--- src/rtl/bfp_calc_seq.sv ---
// bfp_calc_seq: sequential body-fat-percentage calculator.
// BMI = weight*10000 / height^2 (truncating), then
// BFP = (120*BMI + 23*age - OFF) / 100, both by restoring radix-2 division.
// Optional feature macro: BFP_ROUND_EN (round-half-up on the BFP divide).
module bfp_calc_seq #(
    parameter int W = 8
) (
    input  logic         clk,
    input  logic         rst_n,
    input  logic         start,
    input  logic         sex,
    input  logic [W-1:0] weight,
    input  logic [W-1:0] height,
    input  logic [W-1:0] age,
    output logic         busy,
    output logic         out_valid,
    input  logic         out_ready,
    output logic [W-1:0] bfp,
    output logic [W-1:0] bmi,
    output logic         sat,
    output logic         err
);

    localparam int QW  = W + 14;                 // BMI numerator / shared quotient width
    localparam int PW  = W + 8;                  // BFP numerator width
    localparam int NW  = W + 9;                  // signed N width
    localparam int RMW = (2 * W > 7) ? 2 * W : 7; // remainder / divisor width
    localparam int CW  = $clog2(QW);

`ifdef BFP_ROUND_EN
    localparam logic [PW-1:0] RND = PW'(50);
`else
    localparam logic [PW-1:0] RND = '0;
`endif

    typedef enum logic [2:0] {
        S_IDLE, S_SQ, S_DIVB, S_CALC, S_DIVP, S_DONE
    } state_t;

    state_t          state_q, state_d;
    logic [1:0]      phase_q, phase_d;
    logic [CW-1:0]   cnt_q, cnt_d;
    logic            sex_q, sex_d;
    logic [W-1:0]    weight_q, weight_d, height_q, height_d, age_q, age_d;
    logic [RMW-1:0]  rem_q, rem_d, dvs_q, dvs_d;
    logic [QW-1:0]   quo_q, quo_d;
    logic [W-1:0]    bmiw_q, bmiw_d;
    logic            bsat_q, bsat_d;
    logic [NW-1:0]   n_q, n_d;
    logic [W-1:0]    bfp_q, bfp_d, bmi_q, bmi_d;
    logic            sat_q, sat_d, err_q, err_d;

    logic [RMW:0]    rem_sh;
    logic            take;
    logic [RMW-1:0]  rem_nx;
    logic [QW-1:0]   quo_nx;
    logic [2*W-1:0]  h2;
    logic [NW-1:0]   off_w, sum_w;
    logic [PW-1:0]   num_p;

    assign busy      = (state_q != S_IDLE);
    assign out_valid = (state_q == S_DONE);
    assign bfp       = bfp_q;
    assign bmi       = bmi_q;
    assign sat       = sat_q;
    assign err       = err_q;

    // Shared divider step, squaring, N arithmetic and next-state/datapath selection
    always_comb begin
        rem_sh = {rem_q, quo_q[QW-1]};
        take   = (rem_sh >= {1'b0, dvs_q});
        rem_nx = take ? RMW'(rem_sh - {1'b0, dvs_q}) : rem_q[RMW-1:0] << 1 | RMW'(quo_q[QW-1]);
        quo_nx = {quo_q[QW-2:0], take};
        h2     = {{W{1'b0}}, height_q} * {{W{1'b0}}, height_q};
        off_w  = sex_q ? NW'(1620) : NW'(540);
        sum_w  = NW'(120) * NW'(bmiw_q) + NW'(23) * NW'(age_q);
        num_p  = n_q[PW-1:0] + RND;

        state_d  = state_q;
        phase_d  = phase_q;
        cnt_d    = cnt_q;
        sex_d    = sex_q;
        weight_d = weight_q;
        height_d = height_q;
        age_d    = age_q;
        rem_d    = rem_q;
        dvs_d    = dvs_q;
        quo_d    = quo_q;
        bmiw_d   = bmiw_q;
        bsat_d   = bsat_q;
        n_d      = n_q;
        bfp_d    = bfp_q;
        bmi_d    = bmi_q;
        sat_d    = sat_q;
        err_d    = err_q;

        case (state_q)
            S_IDLE: begin
                if (start) begin
                    sex_d    = sex;
                    weight_d = weight;
                    height_d = height;
                    age_d    = age;
                    state_d  = S_SQ;
                end
            end
            S_SQ: begin
                if (height_q == '0) begin
                    bfp_d   = '0;
                    bmi_d   = '0;
                    sat_d   = 1'b0;
                    err_d   = 1'b1;
                    state_d = S_DONE;
                end else begin
                    dvs_d   = RMW'(h2);
                    rem_d   = '0;
                    quo_d   = QW'(weight_q) * QW'(10000);
                    cnt_d   = '0;
                    bsat_d  = 1'b0;
                    state_d = S_DIVB;
                end
            end
            S_DIVB: begin
                rem_d = rem_nx;
                quo_d = quo_nx;
                cnt_d = cnt_q + CW'(1);
                if (cnt_q == CW'(QW - 1)) begin
                    if (|quo_nx[QW-1:W]) begin
                        bmiw_d = '1;
                        bsat_d = 1'b1;
                    end else begin
                        bmiw_d = quo_nx[W-1:0];
                    end
                    phase_d = 2'd0;
                    state_d = S_CALC;
                end
            end
            S_CALC: begin
                // Phase 0 registers N, phase 1 branches on its sign; the
                // negative branch spends a third cycle committing the clamp.
                case (phase_q)
                    2'd0: begin
                        n_d     = sum_w - off_w;
                        phase_d = 2'd1;
                    end
                    2'd1: begin
                        if (n_q[NW-1]) begin
                            phase_d = 2'd2;
                        end else begin
                            rem_d   = '0;
                            dvs_d   = RMW'(100);
                            quo_d   = {num_p, {(QW - PW){1'b0}}};
                            cnt_d   = '0;
                            state_d = S_DIVP;
                        end
                    end
                    default: begin
                        bfp_d   = '0;
                        bmi_d   = bmiw_q;
                        sat_d   = 1'b1;
                        err_d   = 1'b0;
                        state_d = S_DONE;
                    end
                endcase
            end
            S_DIVP: begin
                rem_d = rem_nx;
                quo_d = quo_nx;
                cnt_d = cnt_q + CW'(1);
                if (cnt_q == CW'(PW - 1)) begin
                    bfp_d   = (|quo_nx[PW-1:W]) ? '1 : quo_nx[W-1:0];
                    bmi_d   = bmiw_q;
                    sat_d   = bsat_q | (|quo_nx[PW-1:W]);
                    err_d   = 1'b0;
                    state_d = S_DONE;
                end
            end
            S_DONE: begin
                if (out_ready) state_d = S_IDLE;
            end
            default: state_d = S_IDLE;
        endcase
    end

    // State register
    always_ff @(posedge clk or negedge rst_n) begin
        if (!rst_n) state_q <= S_IDLE;
        else        state_q <= state_d;
    end

    // Datapath and result registers
    always_ff @(posedge clk or negedge rst_n) begin
        if (!rst_n) begin
            phase_q  <= '0;
            cnt_q    <= '0;
            sex_q    <= 1'b0;
            weight_q <= '0;
            height_q <= '0;
            age_q    <= '0;
            rem_q    <= '0;
            dvs_q    <= '0;
            quo_q    <= '0;
            bmiw_q   <= '0;
            bsat_q   <= 1'b0;
            n_q      <= '0;
            bfp_q    <= '0;
            bmi_q    <= '0;
            sat_q    <= 1'b0;
            err_q    <= 1'b0;
        end else begin
            phase_q  <= phase_d;
            cnt_q    <= cnt_d;
            sex_q    <= sex_d;
            weight_q <= weight_d;
            height_q <= height_d;
            age_q    <= age_d;
            rem_q    <= rem_d;
            dvs_q    <= dvs_d;
            quo_q    <= quo_d;
            bmiw_q   <= bmiw_d;
            bsat_q   <= bsat_d;
            n_q      <= n_d;
            bfp_q    <= bfp_d;
            bmi_q    <= bmi_d;
            sat_q    <= sat_d;
            err_q    <= err_d;
        end
    end

endmodule

--- config.mk ---
export PLATFORM = sky130hd
export DESIGN_NAME = bfp_calc_seq
export DESIGN_NICKNAME = d
export VERILOG_FILES = /design/src/rtl/bfp_calc_seq.sv
export SDC_FILE = /design/constraint.sdc
export NUM_CORES = 1
export LEC_CHECK = 0
export CAP_MARGIN = 25
export CELL_PAD_IN_SITES_DETAIL_PLACEMENT = 1
export CELL_PAD_IN_SITES_GLOBAL_PLACEMENT = 2
export CORE_UTILIZATION = 40
export DETAILED_ROUTE_END_ITERATION = 10
export PLACE_DENSITY_LB_ADDON = 0.1
export RECOVER_POWER = 25
export SYNTH_ARGS = -nofsm -noshare
export SYNTH_HDL_FRONTEND = slang
export SYNTH_SLANG_ARGS = --single-unit
--- constraint.sdc ---
create_clock -name clk -period 4.95 [get_ports clk]
set_input_delay 0.7425 -clock clk [delete_from_list [all_inputs] [get_ports clk]]
set_output_delay 0.7425 -clock clk [all_outputs]
set_load 0.01 [all_outputs]
== Yosys cells after proc, flatten, opt, wreduce, memory -nomap -nowiden ==
Cells that the tools add are included.

* Input bits: 29
* Output and inout port bits: 20
* Flip-flop bits (word level): 133

* Multiply operators: 4
* Reductions and logical operators: 22
* Bitwise logic cells: 2
* Mux-type cells: 51
* Equal/unequal tests: 22
* Order comparisons: 1
* $add $sub $neg: 4

{| class="wikitable"
|+ Operators with widths
! kind !! number
|-
| 2-to-1 mux 16 bit || 7
|-
| 2-to-1 mux 22 bit || 3
|-
| one-hot mux 22 bit (3 select lines) || 1
|-
| 2-to-1 mux 8 bit || 7
|-
| one-hot mux 16 bit (3 select lines) || 1
|-
| one-hot mux 8 bit (3 select lines) || 2
|-
| one-hot mux 16 bit (2 select lines) || 1
|-
| != test 2 bit, second input constant || 10
|-
| AND reduction 4 bit || 5
|-
| multiplier 8 x 10 -> 18 bit, second input constant || 1
|-
| 2-to-1 mux 3 bit || 6
|-
| one-hot mux 3 bit (6 select lines) || 1
|-
| greater-or-equal comparator 17 x 16 -> 1 bit || 1
|-
| subtractor 16 x 11 -> 17 bit || 1
|-
| adder 15 x 13 -> 16 bit || 1
|-
| multiplier 8 x 8 -> 16 bit || 1
|-
| OR 16 x 1 -> 16 bit || 1
|-
| subtractor 16 bit || 1
|-
| 2-to-1 mux 5 bit || 3
|-
| one-hot mux 5 bit (3 select lines) || 1
|-
| OR reduction 14 bit || 1
|-
| multiplier 5 x 8 -> 13 bit, first input constant || 1
|-
| multiplier 4 x 8 -> 12 bit, first input constant || 1
|-
| 2-to-1 mux 11 bit || 1
|-
| 26 further kinds || 47
|}

== Depth between registers and ports, before layout ==
* Word-level depth: 4
* Depth in mapped cells: 19

== Worst setup path after synthesis ==
Ideal clock, no wire load.

* Path kind: register to register
* Start point: reg height_q[6]
* End point: reg dvs_q[14]
* Setup time: 69 ps
* Cell stages (with the launch flop): 19
* Clock period less this slack: 4512 ps
* Path slack: 438 ps
* Data arrival time: 4443 ps
* Path through: dfrtp_1 clkbuf_1 nand2_1 inv_1 fa_1 inv_1 fa_1 inv_1 fa_1 inv_1 fa_1 inv_1 ha_1 nor2_1 or4b_4 nand3_2 a21oi_2 or4_1 nand3_1

* Word-level cells in the longest chain between the ends: 3
* Elaborated cells between the ends (all ways): 6

{| class="wikitable"
|+ Ends and longest elaborated chain
! what !! RTL line !! source
|-
| start: declaration || 44 || <nowiki>logic [W-1:0] weight_q, weight_d, height_q, height_d, age_q, age_d;</nowiki>
|-
| start signal: assignment || 215 || <nowiki>height_q <= height_d;</nowiki>
|-
| multiplier 8 x 8 -> 16 bit / zero test 8 bit (equally long branches) || 74, 108 ||
|-
| 2-to-1 mux 16 bit / != test 2 bit (equally long branches) || -- ||
|-
| one-hot mux 16 bit (2 select lines) / AND reduction 4 bit (equally long branches) || -- ||
|-
| end signal: assignment || 218 || <nowiki>dvs_q <= dvs_d;</nowiki>
|-
| end: declaration || 45 || <nowiki>logic [RMW-1:0] rem_q, rem_d, dvs_q, dvs_d;</nowiki>
|}

Parallel ways exist; a longest one is shown, timed or not. The select of a mux whose other input is x is not followed.
A chain may end at the register's enable or synchronous reset.

== Worst setup path in the final report ==
* Start point: reg bmiw_q[1]
* End point: reg n_q[14]

* Word-level cells in the longest chain between the ends: 3

{| class="wikitable"
|+ Ends and longest elaborated chain
! what !! RTL line !! source
|-
| start: declaration || 47 || <nowiki>logic [W-1:0] bmiw_q, bmiw_d;</nowiki>
|-
| start signal: assignment || 220 || <nowiki>bmiw_q <= bmiw_d;</nowiki>
|-
| multiplier 4 x 8 -> 12 bit || 76 || <nowiki>sum_w = NW'(120) * NW'(bmiw_q) + NW'(23) * NW'(age_q);</nowiki>
|-
| adder 15 x 13 -> 16 bit || 76 ||
|-
| subtractor 16 x 11 -> 17 bit || 143 || <nowiki>n_d = sum_w - off_w;</nowiki>
|-
| end signal: assignment || 222 || <nowiki>n_q <= n_d;</nowiki>
|-
| end: declaration || 49 || <nowiki>logic [NW-1:0] n_q, n_d;</nowiki>
|}

No other way between the ends.

==> metrics <==
Initial Util=0.407; dominant cell type by area after synthesis=dfrtp_1; worst min-delay path class=register to register; Final Skew=0.0125 ns; Syn Nets=1443; clock transition at the registers of the reported paths=0.06 ns; Final Hold Fails=0; Vias=8522; final worst-path cycle share=0.936; DRC=0; Total GRT Usage=0.221; post-placement cell count=1606; Clock Sinks=132; failing checks=capacitance limit, slew limit; leading post-synthesis cells by cell area=dfrtp_1 (29%), ha_1 (14%), fa_1 (14%), inv_1 (6.3%), o21ai_0 (3.5%); CTS Buffer Depth=2; Area Overhead vs Synth=13.8%; initial antenna violation count=0; Core ar.=0.0278 mm2; worst-margin pin slew=2.41 ns; vias per std cell=5.19; hold_sp=n_q[7]; Critical Path Start Type=register; register bit total from synthesis=132; H-tree depth=4; Post-DP HPWL=22900 um; # nets final=1486; Mapped Cells=1207; Final Wtd Congestion=0.806; Crit. Startpoint=bmiw_q[1]; Core Util, Final=0.463; Final setup viols=0; first-pass GRT wire length=49500 um; number of flops mapped to enable cells by yosys=0; register area share after synthesis=0.292; I/O pins=49; Port Buffer Count=48; TritonCTS Buffers=17; Yosys warning count=0; Post-Synth XOR/XNOR Area=0.0357; multiplexer area fraction after synthesis=0.0257; mean post-synth cell area=9.36 um2; maxcap violations=1; WL/cell=17.9 um; setup_tns=0 ns; post-layout minimum cycle time=4.63 ns; antenna viol nets, final=0; Final Non-Filler Cells=1641; Worst R2R Start=bmiw_q[1]; Yosys cell types=75; die area=0.0289 mm2; Die H=170 um; Fill cells=3215; drt first pass iters=6; CP arrival=4.96 ns; simple-gate share of the synthesized area=0.114; Slew Viols, Final=42; GRT overflow=0; routed wire length=29400 um; vias in the first global route=9261; status=finished with violations; adder-cell area share of the yosys netlist=0.280; layout cells sized above 1=0.0760; RSZ-0062 raised after global routing=no; Slew headroom=-0.605; post-synth top area share=0.292; TritonCTS clock tree=built; FP Rows=61; Fin Hold WS=0.477 ns; Clk Tree Root Cell=clkbuf_16; critical path class=register to register; Starting DRT DRC Count=359; fmax=0.216 GHz; Setup crit end kind=register; pin count of the biggest net entering global routing=48; Crit Path Max Fanout=5; # diodes=0; CP required=5.28 ns; synthesized-area fraction occupied by ao, oa, aoi and oai cells=0.169; largest family of logic cells by synthesized area=adder cells; clock latency on the worst-skew pair=0.43 ns; DIE WIDTH=170 um; Main synth FF type=dfrtp_1; hold_buf cts=0; Async S/R FF share, synth=1.00; Netlist Area Pre-Place=0.0113 mm2
-- critical path, stage by stage, from the launching register on --
cell and delay, ns:
dfrtp_1 0.40, inv_1 0.10, fa_1 0.52, fa_1 0.51, inv_1 0.04, ha_1 0.33, a21oi_1 0.18, o21ai_1 0.11
a21o_1 0.19, a21o_1 0.19, xnor2_1 0.14, fa_1 0.48, inv_1 0.05, ha_1 0.25, o41a_1 0.50, a41o_1 0.30
o31ai_1 0.24
-- final cells by class --
type | count | area, um2 | share of cell area
Clock buffer | 20 | 447 | 0.0347
Timing Repair Buffer | 67 | 614 | 0.0478
Inverter | 193 | 724 | 0.0563
Tap cell | 378 | 473 | 0.0368
Clock inverter | 12 | 201 | 0.0157
Multi-Input combinational cell | 839 | 7100 | 0.552
Sequential cell | 132 | 3310 | 0.257
-- metrics by stage --
stage | instance area (um2) | setup slack [ns]
finish | 12900 | 0.316
CTS | 12800 | 0.0710
floorplan | 11300 | 0.438
global route | 12900 | 0.0401
detailed placement | 12200 | 0.0358
global placement | 12200 | 0.153
-- placed cells by master (no fill, tap or decap), drive strengths merged, types with 8 or more instances in the layout --
cell / n
mux2: 16
ha: 130
nor2: 73
dfrtp: 132
o21a: 11
clkdlybuf4s50: 47
o22ai: 14
a21oi: 54
xor2: 17
o21ai: 90
fa: 77
a21o: 16
a211oi: 8
a221oi: 10
nand2b: 14
clkbuf: 22
mux2i: 11
nand2: 103
a22o: 13
buf: 18
o31ai: 10
nor3: 20
nand3: 15
inv: 194
and2: 16
xnor2: 29
-- routing by layer --
layer | track usage | wire length [um] | vias up
li1 | - | - | 4163
met1 | 0.318 | 15100 | 4236
met3 | 0.0274 | 694 | 22
met2 | 0.350 | 13300 | 101
met5 | 0 | 0 | -
met4 | 0.0599 | 318 | 0
-- repair_timing --
| action | in CTS | in global routing |
|---|---|---|
| setup endpoints to repair | 1 | 6 |
| pin swaps | 0 | 1 |
| resized for setup | 1 | 9 |
| buffers inserted | 0 | 3 |
-- cell usage after synthesis (17+ instances only) --
cell type	n
nor3_1	19
clkbuf_1	27
fa_1	77
inv_1	191
ha_1	130
dfrtp_1	132
nor2_1	72
a21oi_1	49
xnor2_1	29
o21ai_0	79
nand2_1	103
xor2_1	17
-- kinds of logic after synthesis --
| logic type | Yosys count |
|---|---|
| flip-flops | 132 |
| buffers and inverters | 236 |
| multiplexers | 27 |
| AO/OA/AOI/OAI | 282 |
| XOR/XNOR | 46 |
| AND/OR/NAND/NOR | 277 |
| adder cells (fa/ha/maj) | 207 |
-- registers in the layout, indices dropped and copies added (netlist names), 8 cells and up --
| name | count |
|---|---|
| weight_q | 8 |
| bmi | 8 |
| quo_q | 22 |
| age_q | 8 |
| n_q | 17 |
| height_q | 8 |
| dvs_q | 15 |
| bfp | 8 |
| bmiw_q | 8 |
| rem_q | 16 |
-- final timing paths --
check	slack, ns	cells after the start	to
worst max-delay path	0.32	16	n_q[14]
worst min register to register	0.48	2	n_q[7]
max in group asynchronous	1.65	2	height_q[5]
worst max register to register	0.32	16	n_q[14]
min in group asynchronous	1.04	1	weight_q[7]
worst min-delay path	0.48	2	n_q[7]
Power is not shown: default switching activity piles up to over one toggle a cycle in this logic, so the estimate is an artifact.
